**src/rtl/dl11_pkg.sv**
```systemverilog
// Shared definitions for the DL11 serial interface: register offsets, CSR bit
// positions and transmit state encoding.
package dl11_pkg;

    localparam logic [1:0] ADDR_RCSR = 2'd0;
    localparam logic [1:0] ADDR_RBUF = 2'd1;
    localparam logic [1:0] ADDR_XCSR = 2'd2;
    localparam logic [1:0] ADDR_XBUF = 2'd3;

    localparam int CSR_DONE_BIT  = 7;
    localparam int CSR_READY_BIT = 7;
    localparam int CSR_IE_BIT    = 6;

    typedef enum logic [1:0] {
        T_IDLE  = 2'd0,
        T_ARM   = 2'd1,
        T_SEND  = 2'd2,
        T_DRAIN = 2'd3
    } tx_state_t;

endpackage

```
**src/rtl/dl11_rx_fifo.sv**
```systemverilog
// Receive byte FIFO for the DL11 interface; only instantiated when
// DL11_RX_FIFO_EN is defined. An empty FIFO keeps presenting the last popped byte.
module dl11_rx_fifo import dl11_pkg::*; #(
    parameter int DEPTH = 4
) (
    input  logic       clk,
    input  logic       reset,
    input  logic       push,
    input  logic       pop,
    input  logic [7:0] din,
    output logic [7:0] dout,
    output logic       empty,
    output logic       full
);

    localparam int AW = (DEPTH > 1) ? $clog2(DEPTH) : 1;

    logic [7:0]    mem_r [DEPTH];
    logic [AW-1:0] wr_ptr_r;
    logic [AW-1:0] rd_ptr_r;
    logic [AW:0]   count_r;
    logic [7:0]    last_r;
    logic          push_s;
    logic          pop_s;

    function automatic logic [AW-1:0] ptr_inc(input logic [AW-1:0] p);
        if (p == AW'(DEPTH - 1)) begin
            ptr_inc = {AW{1'b0}};
        end else begin
            ptr_inc = p + AW'(1'b1);
        end
    endfunction

    assign empty  = (count_r == {(AW + 1){1'b0}});
    assign full   = (count_r == (AW + 1)'(DEPTH));
    assign push_s = push & ~full;
    assign pop_s  = pop & ~empty;
    assign dout   = empty ? last_r : mem_r[rd_ptr_r];

    // Storage, pointers and occupancy count.
    always_ff @(posedge clk) begin
        if (reset) begin
            wr_ptr_r <= {AW{1'b0}};
            rd_ptr_r <= {AW{1'b0}};
            count_r  <= {(AW + 1){1'b0}};
            last_r   <= 8'h00;
        end else begin
            if (push_s) begin
                mem_r[wr_ptr_r] <= din;
                wr_ptr_r        <= ptr_inc(wr_ptr_r);
            end
            if (pop_s) begin
                last_r   <= mem_r[rd_ptr_r];
                rd_ptr_r <= ptr_inc(rd_ptr_r);
            end
            if (push_s && !pop_s) begin
                count_r <= count_r + (AW + 1)'(1'b1);
            end else if (pop_s && !push_s) begin
                count_r <= count_r - (AW + 1)'(1'b1);
            end else begin
                count_r <= count_r;
            end
        end
    end

endmodule

```
**src/rtl/dl11_serial_if.sv**
```systemverilog
// DL11-style serial line register interface (RCSR/RBUF/XCSR/XBUF).
// Define DL11_RX_FIFO_EN to buffer received bytes in an RX_FIFO_DEPTH-entry FIFO.
module dl11_serial_if import dl11_pkg::*; #(
    parameter int RX_FIFO_DEPTH = 4
) (
    input  logic        clk,
    input  logic        reset,
    input  logic        cs,
    input  logic        we,
    input  logic [1:0]  addr,
    input  logic [15:0] wdata,
    output logic [15:0] rdata,
    output logic        rx_irq,
    output logic        tx_irq,
    input  logic [7:0]  rx_data,
    input  logic        rx_data_ready,
    output logic        rx_clear,
    output logic [7:0]  tx_data,
    output logic        tx_send,
    input  logic        tx_ready
);

    tx_state_t   state_r;
    tx_state_t   state_next_s;
    logic [15:0] rdata_r;
    logic [15:0] rd_mux_s;
    logic [7:0]  tx_data_r;
    logic [7:0]  rbuf_s;
    logic        tx_send_r;
    logic        rx_clear_r;
    logic        rx_irq_r;
    logic        tx_irq_r;
    logic        rie_r;
    logic        xie_r;
    logic        rd_s;
    logic        wr_s;
    logic        rbuf_rd_s;
    logic        xbuf_wr_s;
    logic        capture_s;
    logic        done_s;
    logic        ready_s;
    logic        unused_wdata_s;

    assign rd_s      = cs & ~we;
    assign wr_s      = cs & we;
    assign rbuf_rd_s = rd_s & (addr == ADDR_RBUF);
    assign xbuf_wr_s = wr_s & (addr == ADDR_XBUF);
    assign ready_s   = (state_r == T_IDLE);

    // The high byte of write data has no register behind it.
    assign unused_wdata_s = ^wdata[15:8];

`ifdef DL11_RX_FIFO_EN
    logic       fifo_empty_s;
    logic       fifo_full_s;
    logic [7:0] fifo_head_s;

    assign capture_s = rx_data_ready & ~rx_clear_r & ~fifo_full_s;
    assign done_s    = ~fifo_empty_s;
    assign rbuf_s    = fifo_head_s;

    dl11_rx_fifo #(.DEPTH(RX_FIFO_DEPTH)) u_rx_fifo (
        .clk   (clk),
        .reset (reset),
        .push  (capture_s),
        .pop   (rbuf_rd_s & ~fifo_empty_s),
        .din   (rx_data),
        .dout  (fifo_head_s),
        .empty (fifo_empty_s),
        .full  (fifo_full_s)
    );
`else
    logic       done_r;
    logic [7:0] rbuf_r;

    // A read in the same cycle defers capture so the CPU never loses the old byte;
    // a zero-depth configuration disables reception entirely.
    assign capture_s = rx_data_ready & ~rx_clear_r & ~done_r & ~rbuf_rd_s
                       & (RX_FIFO_DEPTH != 0);
    assign done_s    = done_r;
    assign rbuf_s    = rbuf_r;

    // Single holding register: set on capture, released by an RBUF read.
    always_ff @(posedge clk) begin
        if (reset) begin
            done_r <= 1'b0;
            rbuf_r <= 8'h00;
        end else if (capture_s) begin
            done_r <= 1'b1;
            rbuf_r <= rx_data;
        end else if (rbuf_rd_s) begin
            done_r <= 1'b0;
        end else begin
            done_r <= done_r;
        end
    end
`endif

    // Interrupt-enable bits.
    always_ff @(posedge clk) begin
        if (reset) begin
            rie_r <= 1'b0;
            xie_r <= 1'b0;
        end else begin
            if (wr_s && (addr == ADDR_RCSR)) begin
                rie_r <= wdata[CSR_IE_BIT];
            end
            if (wr_s && (addr == ADDR_XCSR)) begin
                xie_r <= wdata[CSR_IE_BIT];
            end
        end
    end

    // Register read multiplexer.
    always_comb begin
        rd_mux_s = 16'h0000;
        case (addr)
            ADDR_RCSR: begin
                rd_mux_s[CSR_DONE_BIT] = done_s;
                rd_mux_s[CSR_IE_BIT]   = rie_r;
            end
            ADDR_RBUF: rd_mux_s = {8'h00, rbuf_s};
            ADDR_XCSR: begin
                rd_mux_s[CSR_READY_BIT] = ready_s;
                rd_mux_s[CSR_IE_BIT]    = xie_r;
            end
            ADDR_XBUF: rd_mux_s = 16'h0000;
            default:   rd_mux_s = 16'h0000;
        endcase
    end

    // Transmit next-state logic; READY is simply "in T_IDLE".
    always_comb begin
        state_next_s = state_r;
        case (state_r)
            T_IDLE: begin
                if (xbuf_wr_s) state_next_s = T_ARM;
                else           state_next_s = T_IDLE;
            end
            T_ARM: begin
                if (tx_ready) state_next_s = T_SEND;
                else          state_next_s = T_ARM;
            end
            T_SEND: begin
                if (!tx_ready) state_next_s = T_DRAIN;
                else           state_next_s = T_SEND;
            end
            T_DRAIN: begin
                if (tx_ready) state_next_s = T_IDLE;
                else          state_next_s = T_DRAIN;
            end
            default: state_next_s = T_DRAIN;
        endcase
    end

    // Transmit state and its registered outputs; reset waits out any byte in flight.
    always_ff @(posedge clk) begin
        if (reset) begin
            state_r   <= T_DRAIN;
            tx_send_r <= 1'b0;
            tx_data_r <= 8'h00;
        end else begin
            state_r   <= state_next_s;
            tx_send_r <= (state_next_s == T_SEND);
            if (ready_s && xbuf_wr_s) begin
                tx_data_r <= wdata[7:0];
            end
        end
    end

    // Read data, receive acknowledge and interrupt request registers.
    always_ff @(posedge clk) begin
        if (reset) begin
            rdata_r    <= 16'h0000;
            rx_clear_r <= 1'b0;
            rx_irq_r   <= 1'b0;
            tx_irq_r   <= 1'b0;
        end else begin
            if (rd_s) begin
                rdata_r <= rd_mux_s;
            end
            rx_clear_r <= capture_s;
            rx_irq_r   <= rie_r & done_s;
            tx_irq_r   <= xie_r & ready_s;
        end
    end

    assign rdata    = rdata_r;
    assign rx_clear = rx_clear_r;
    assign rx_irq   = rx_irq_r;
    assign tx_irq   = tx_irq_r;
    assign tx_data  = tx_data_r;
    assign tx_send  = tx_send_r;

endmodule
```
**config.mk**
```make
export PLATFORM = sky130hd
export DESIGN_NAME = dl11_serial_if
export DESIGN_NICKNAME = d
export VERILOG_FILES = /design/src/rtl/dl11_pkg.sv /design/src/rtl/dl11_rx_fifo.sv /design/src/rtl/dl11_serial_if.sv
export SDC_FILE = /design/constraint.sdc
export NUM_CORES = 1
export LEC_CHECK = 0
export BUFFER_PORTS_ARGS = -buffer_cell sky130_fd_sc_hd__buf_2
export CORE_MARGIN = 3
export CORE_UTILIZATION = 43
export CTS_CLUSTER_DIAMETER = 120
export CTS_CLUSTER_SIZE = 10
export DETAILED_ROUTE_END_ITERATION = 8
export PLACE_DENSITY = 0.83
export SYNTH_ARGS = -nofsm -noshare
export SYNTH_HDL_FRONTEND = slang
export SYNTH_SLANG_ARGS = --single-unit
export TNS_END_PERCENT = 30
```
**constraint.sdc**
```tcl
create_clock -name clk -period 1.15 [get_ports clk]
set_input_delay 0.23 -clock clk [delete_from_list [all_inputs] [get_ports clk]]
set_output_delay 0.23 -clock clk [all_outputs]
set_load 0.03 [all_outputs]
```
Yosys cells after proc, flatten, opt, wreduce, memory -nomap -nowiden. Index checks and enable logic that the tools add are counted.

Equal/unequal tests: 7. Muxes and demuxes: 9. Bitwise gates (word level): 13. Reductions and logical operators: 6.

Operator list (number): 2-bit case mux with 4 select lines (2); 2-bit == test, second input constant (5); 1-bit bitwise AND (9); 6-bit two-way mux (1); 2-bit by 1-bit == test with 1-bit output, second input constant (2); 2-bit logical NOT (2); 1-bit two-way mux (4); 2-bit two-way mux (2); 1-bit NOT (4); 1-bit logical AND (3); 2-bit nonzero test (1).

Flip-flop bits (word level): 33. Logic and storage cells: 46.

Longest topological paths before layout.
Depth in word-level cells: 6. Mapped depth: 5. Gate-level depth less buffers: 3.

Least setup slack after synthesis. Ideal clock, no wire load.

Path type: register -> register. From: reg rx_clear_r, in the netlist rx_clear. To: reg rbuf_r[0]. Data arrival time: 1.189 ns. Required time: 1.078 ns. Slack: -0.111 ns. Stages on the path, launching flop included: 4. Path buffers: 0. Period minus slack after synthesis: 1.261 ns. Cell sequence: dfxtp_1 > or3b_4 > nor2_8 > mux2i_1.

Longest elaborated chain between the ends: 4.

Ends and longest elaborated chain: start: declaration (line dl11_serial_if.sv:30) `logic rx_clear_r;`; start signal: assignment (line dl11_serial_if.sv:182) `rx_clear_r <= capture_s;`; 1-bit NOT (line dl11_serial_if.sv:78) `assign capture_s = rx_data_ready & ~rx_clear_r & ~done_r & ~rbuf_rd_s`; 1-bit bitwise AND (3 in a row) (line dl11_serial_if.sv:78); end signal: assignment (line dl11_serial_if.sv:90) `rbuf_r <= rx_data;`; end: declaration (line dl11_serial_if.sv:74) `logic [7:0] rbuf_r;`.

No other way between the ends. A chain may end at the register's enable or synchronous reset.

Final worst setup path.
From: reg rx_clear_r, in the netlist rx_clear. To: reg rbuf_r[6].

Same word-level chain as after synthesis.

==> impl_metrics.ini <==
[placement]
place_congestion = 0.783
io_buffers = 43
dp.cells = 240
place_hpwl_um = 2060

[sta]
layout_min_cycle_time_ns = 1.23
fmax_mhz = 810
slew_violations = 0
worst_clock_skew_ns = 0.00692
fin_crit_sh_pct = 107
setup_ws_ns = -0.0839
final.setup.tns_ns = -0.444
whs_ns = 0.147
finalHoldViolations = 0
setup_viol = 9
rsz0062_at_grt = yes

[route]
dr.pass1.iters = 4
drcViolationCount = 0
wl_met1_um = 1250
drtAntennaViolNets = 0
viasPerCell = 4.65
first_iter_violations = 37
routed_wl_um = 2850
wl_met3_um = 229
top_layer_used = met4
vias = 1153
routedWlPerCell_um = 11.5
wl_met2_um = 1330

[layout]
fillers = 311
syn_to_final_growth_pct = 27.4
antennaDiodeCount = 0
multi_input_area_sq_um = 718
final_nets = 235
fin_cells = 248
seqCellArea_sq_um = 667
final_common_cell = nand2b_1
layout_common_cells = nand2b_1, dfxtp_1, buf_2, buf_4, mux2i_1
drive_gt1_share_pct = 34.3

[clocking]
post_cts_buffers = 0
cts.clk_slew.worst_paths_ns = 0.10
clk_latency_ns = 0.33
clockBufferDepth = 2
holdBufCountCts = 0
tritoncts = built
cts.sinks = 33
h-tree-depth = 2
cts_resized = 2
cts_made_buffers = 5
cts-root-buf = clkbuf_4

[synthesis]
synth_area_per_cell_sq_um = 9.85
syn_area_sq_um = 1480
yosys_warnings = 0
synthCells = 150
synth.distinct_cells = 32
synth_seq_cells = 33
ys_seq_area_share_pct = 44.7

[power_and_ir_drop]
finalPower_mw = 2.13
power_density_nw_per_um2 = 1130
p_sw_mw = 0.569
p_leak_nw = 0.814
pwr-share-seq_pct = 56.6
ir_drop_v = 0.000635
switching_share_pct = 26.7
p_int_mw = 1.56
p_clk_share_pct = 28.6
combPwrFrac_pct = 14.8

[job]
drv_cap = 0

[worst_hold_path]
holdPathStages = 3
hold_class = input port to register
hold_end = tx_data[0]
hold_start = wdata[0]

[worst_setup_path]
r2r_cells = 3
worstPathMaxFanout = 8
cp-startpoint = rx_clear
slowest_delay_ns = 0.41
reg2reg_to = rbuf_r[6]
worstSetupEndpointType = register
crit_buf_inv = 0
r2r-start = rx_clear
rrSetupSlack_ns = -0.08
crit_slowest_cell = or3b_4
crit_path_start_kind = register
arrival_ns = 1.49
path_cells = or3b_4, nor2_8, mux2i_1
critPathKind = register to register
required_ns = 1.40
critPathTopFamily = simple AND/OR/NAND/NOR gates

[die]
dieHeight_um = 64.6
chipWidth_um = 64.6
io_pins = 60
die_area_sq_um = 4180
rows = 20
core_area_sq_um = 3150
initial_core_util_pct = 46.9

[global_route]
grt_overflow = 0
antenna_found_initial = 0
track_usage_pct = 14.2
grt_max_degree = 35
grt_pass1_wl_um = 4550
grt_pass1_vias = 1050

[run_status]
outcome = finished, violations left
violations = negative setup slack
power by group through the flow:
stage	sequential (mW)	combinational, mW	clock (mW)
after floorplan	1.25	0.204	0
after global placement	1.23	0.307	0
after detailed placement	1.23	0.310	0
after CTS	1.21	0.315	0.639
after global routing	1.21	0.346	0.690
final	1.21	0.316	0.609
registers in the layout (all words and copies together), names as in the netlist:
name	count
rie_r	1
rx_irq	1
tx_data	8
tx_irq	1
xie_r	1
rdata	8
done_r	1
state_r	2
rx_clear	1
tx_send	1
rbuf_r	8
cells by family (layout without fill, tap and decap cells):
group	after synthesis	after routing	synth area share, %
and+or+nand+nor	60	60	26.0
DFF	33	33	44.7
buffers and inverters	21	68	8.81
muxes	19	19	12.9
AOI/OAI and AO/OA	15	15	6.77
other	1	8	0.254
xor gates and xnor gates	1	1	0.593
metal layers:
metal | global-route usage (%) | up-vias
li1 | - | 596
met1 | 16.2 | 513
met2 | 22.3 | 39
met3 | 7.11 | 5
met4 | 5.80 | 0
met5 | 0 | -
metrics by stage:
step	worst slack, ns	instance area (sq um)	util, %
6_report	-0.0839	1880	59.7
5_1_grt	-0.145	1880	59.7
4_1_cts	-0.0966	1840	58.5
3_5_place_dp	-0.103	1790	56.6
3_3_place_gp	-0.0677	1790	56.6
2_1_floorplan	-0.0445	1510	-
area by class of cell:
type	count	share of cell area (%)
Multi-Input combinational cell	103	38.1
Sequential cell	33	35.4
Timing Repair Buffer	56	20.0
Tap cell	44	2.92
Clock buffer	6	2.19
Inverter	4	0.797
Clock inverter	2	0.532
Yosys cell counts:
master | count | area share [%]
dfxtp_1 | 33 | 45
nand2b_1 | 33 | 14
mux2i_1 | 19 | 13
nor2_1 | 10 | 2.5
buf_4 | 9 | 4.6
a22oi_1 | 6 | 3.0
clkbuf_1 | 4 | 1.0
inv_1 | 4 | 1.0
a21oi_1 | 3 | 1.0
nor3_1 | 3 | 1.0
buf_2 | 2 | 0.68
buf_6 | 2 | 1.5
nand3b_1 | 2 | 1.0
o21ai_0 | 2 | 0.68
a221oi_1 | 1 | 0.59
a31oi_1 | 1 | 0.42
and3_1 | 1 | 0.42
and4bb_1 | 1 | 0.85
and4bb_2 | 1 | 0.85
conb_1 | 1 | 0.25
nand2_1 | 1 | 0.25
nand4_1 | 1 | 0.42
nand4b_1 | 1 | 0.59
nor2_8 | 1 | 1.4
nor3b_1 | 1 | 0.51
nor4b_1 | 1 | 0.59
o21a_1 | 1 | 0.51
o21bai_1 | 1 | 0.51
or2_1 | 1 | 0.42
or3_1 | 1 | 0.42
or3b_4 | 1 | 0.76
xnor2_1 | 1 | 0.59
tightest hold or removal path, cell delays in order:
cell and delay, ns:
buf_2 0.09, nand2b_1 0.05, mux2i_1 0.06
worst max path at each step:
stage | cells after the start | endpoint | slack, ns
final | 3 | rbuf_r[6] | -0.08
after global routing | 3 | rbuf_r[7] | -0.15
after CTS | 3 | rbuf_r[6] | -0.1
after detailed placement | 5 | rdata[4] | -0.10
after global placement | 5 | rdata[0] | -0.07
after floorplan | 3 | rbuf_r[0] | -0.04
No activity file was read; power rests on OpenSTA's default activity.
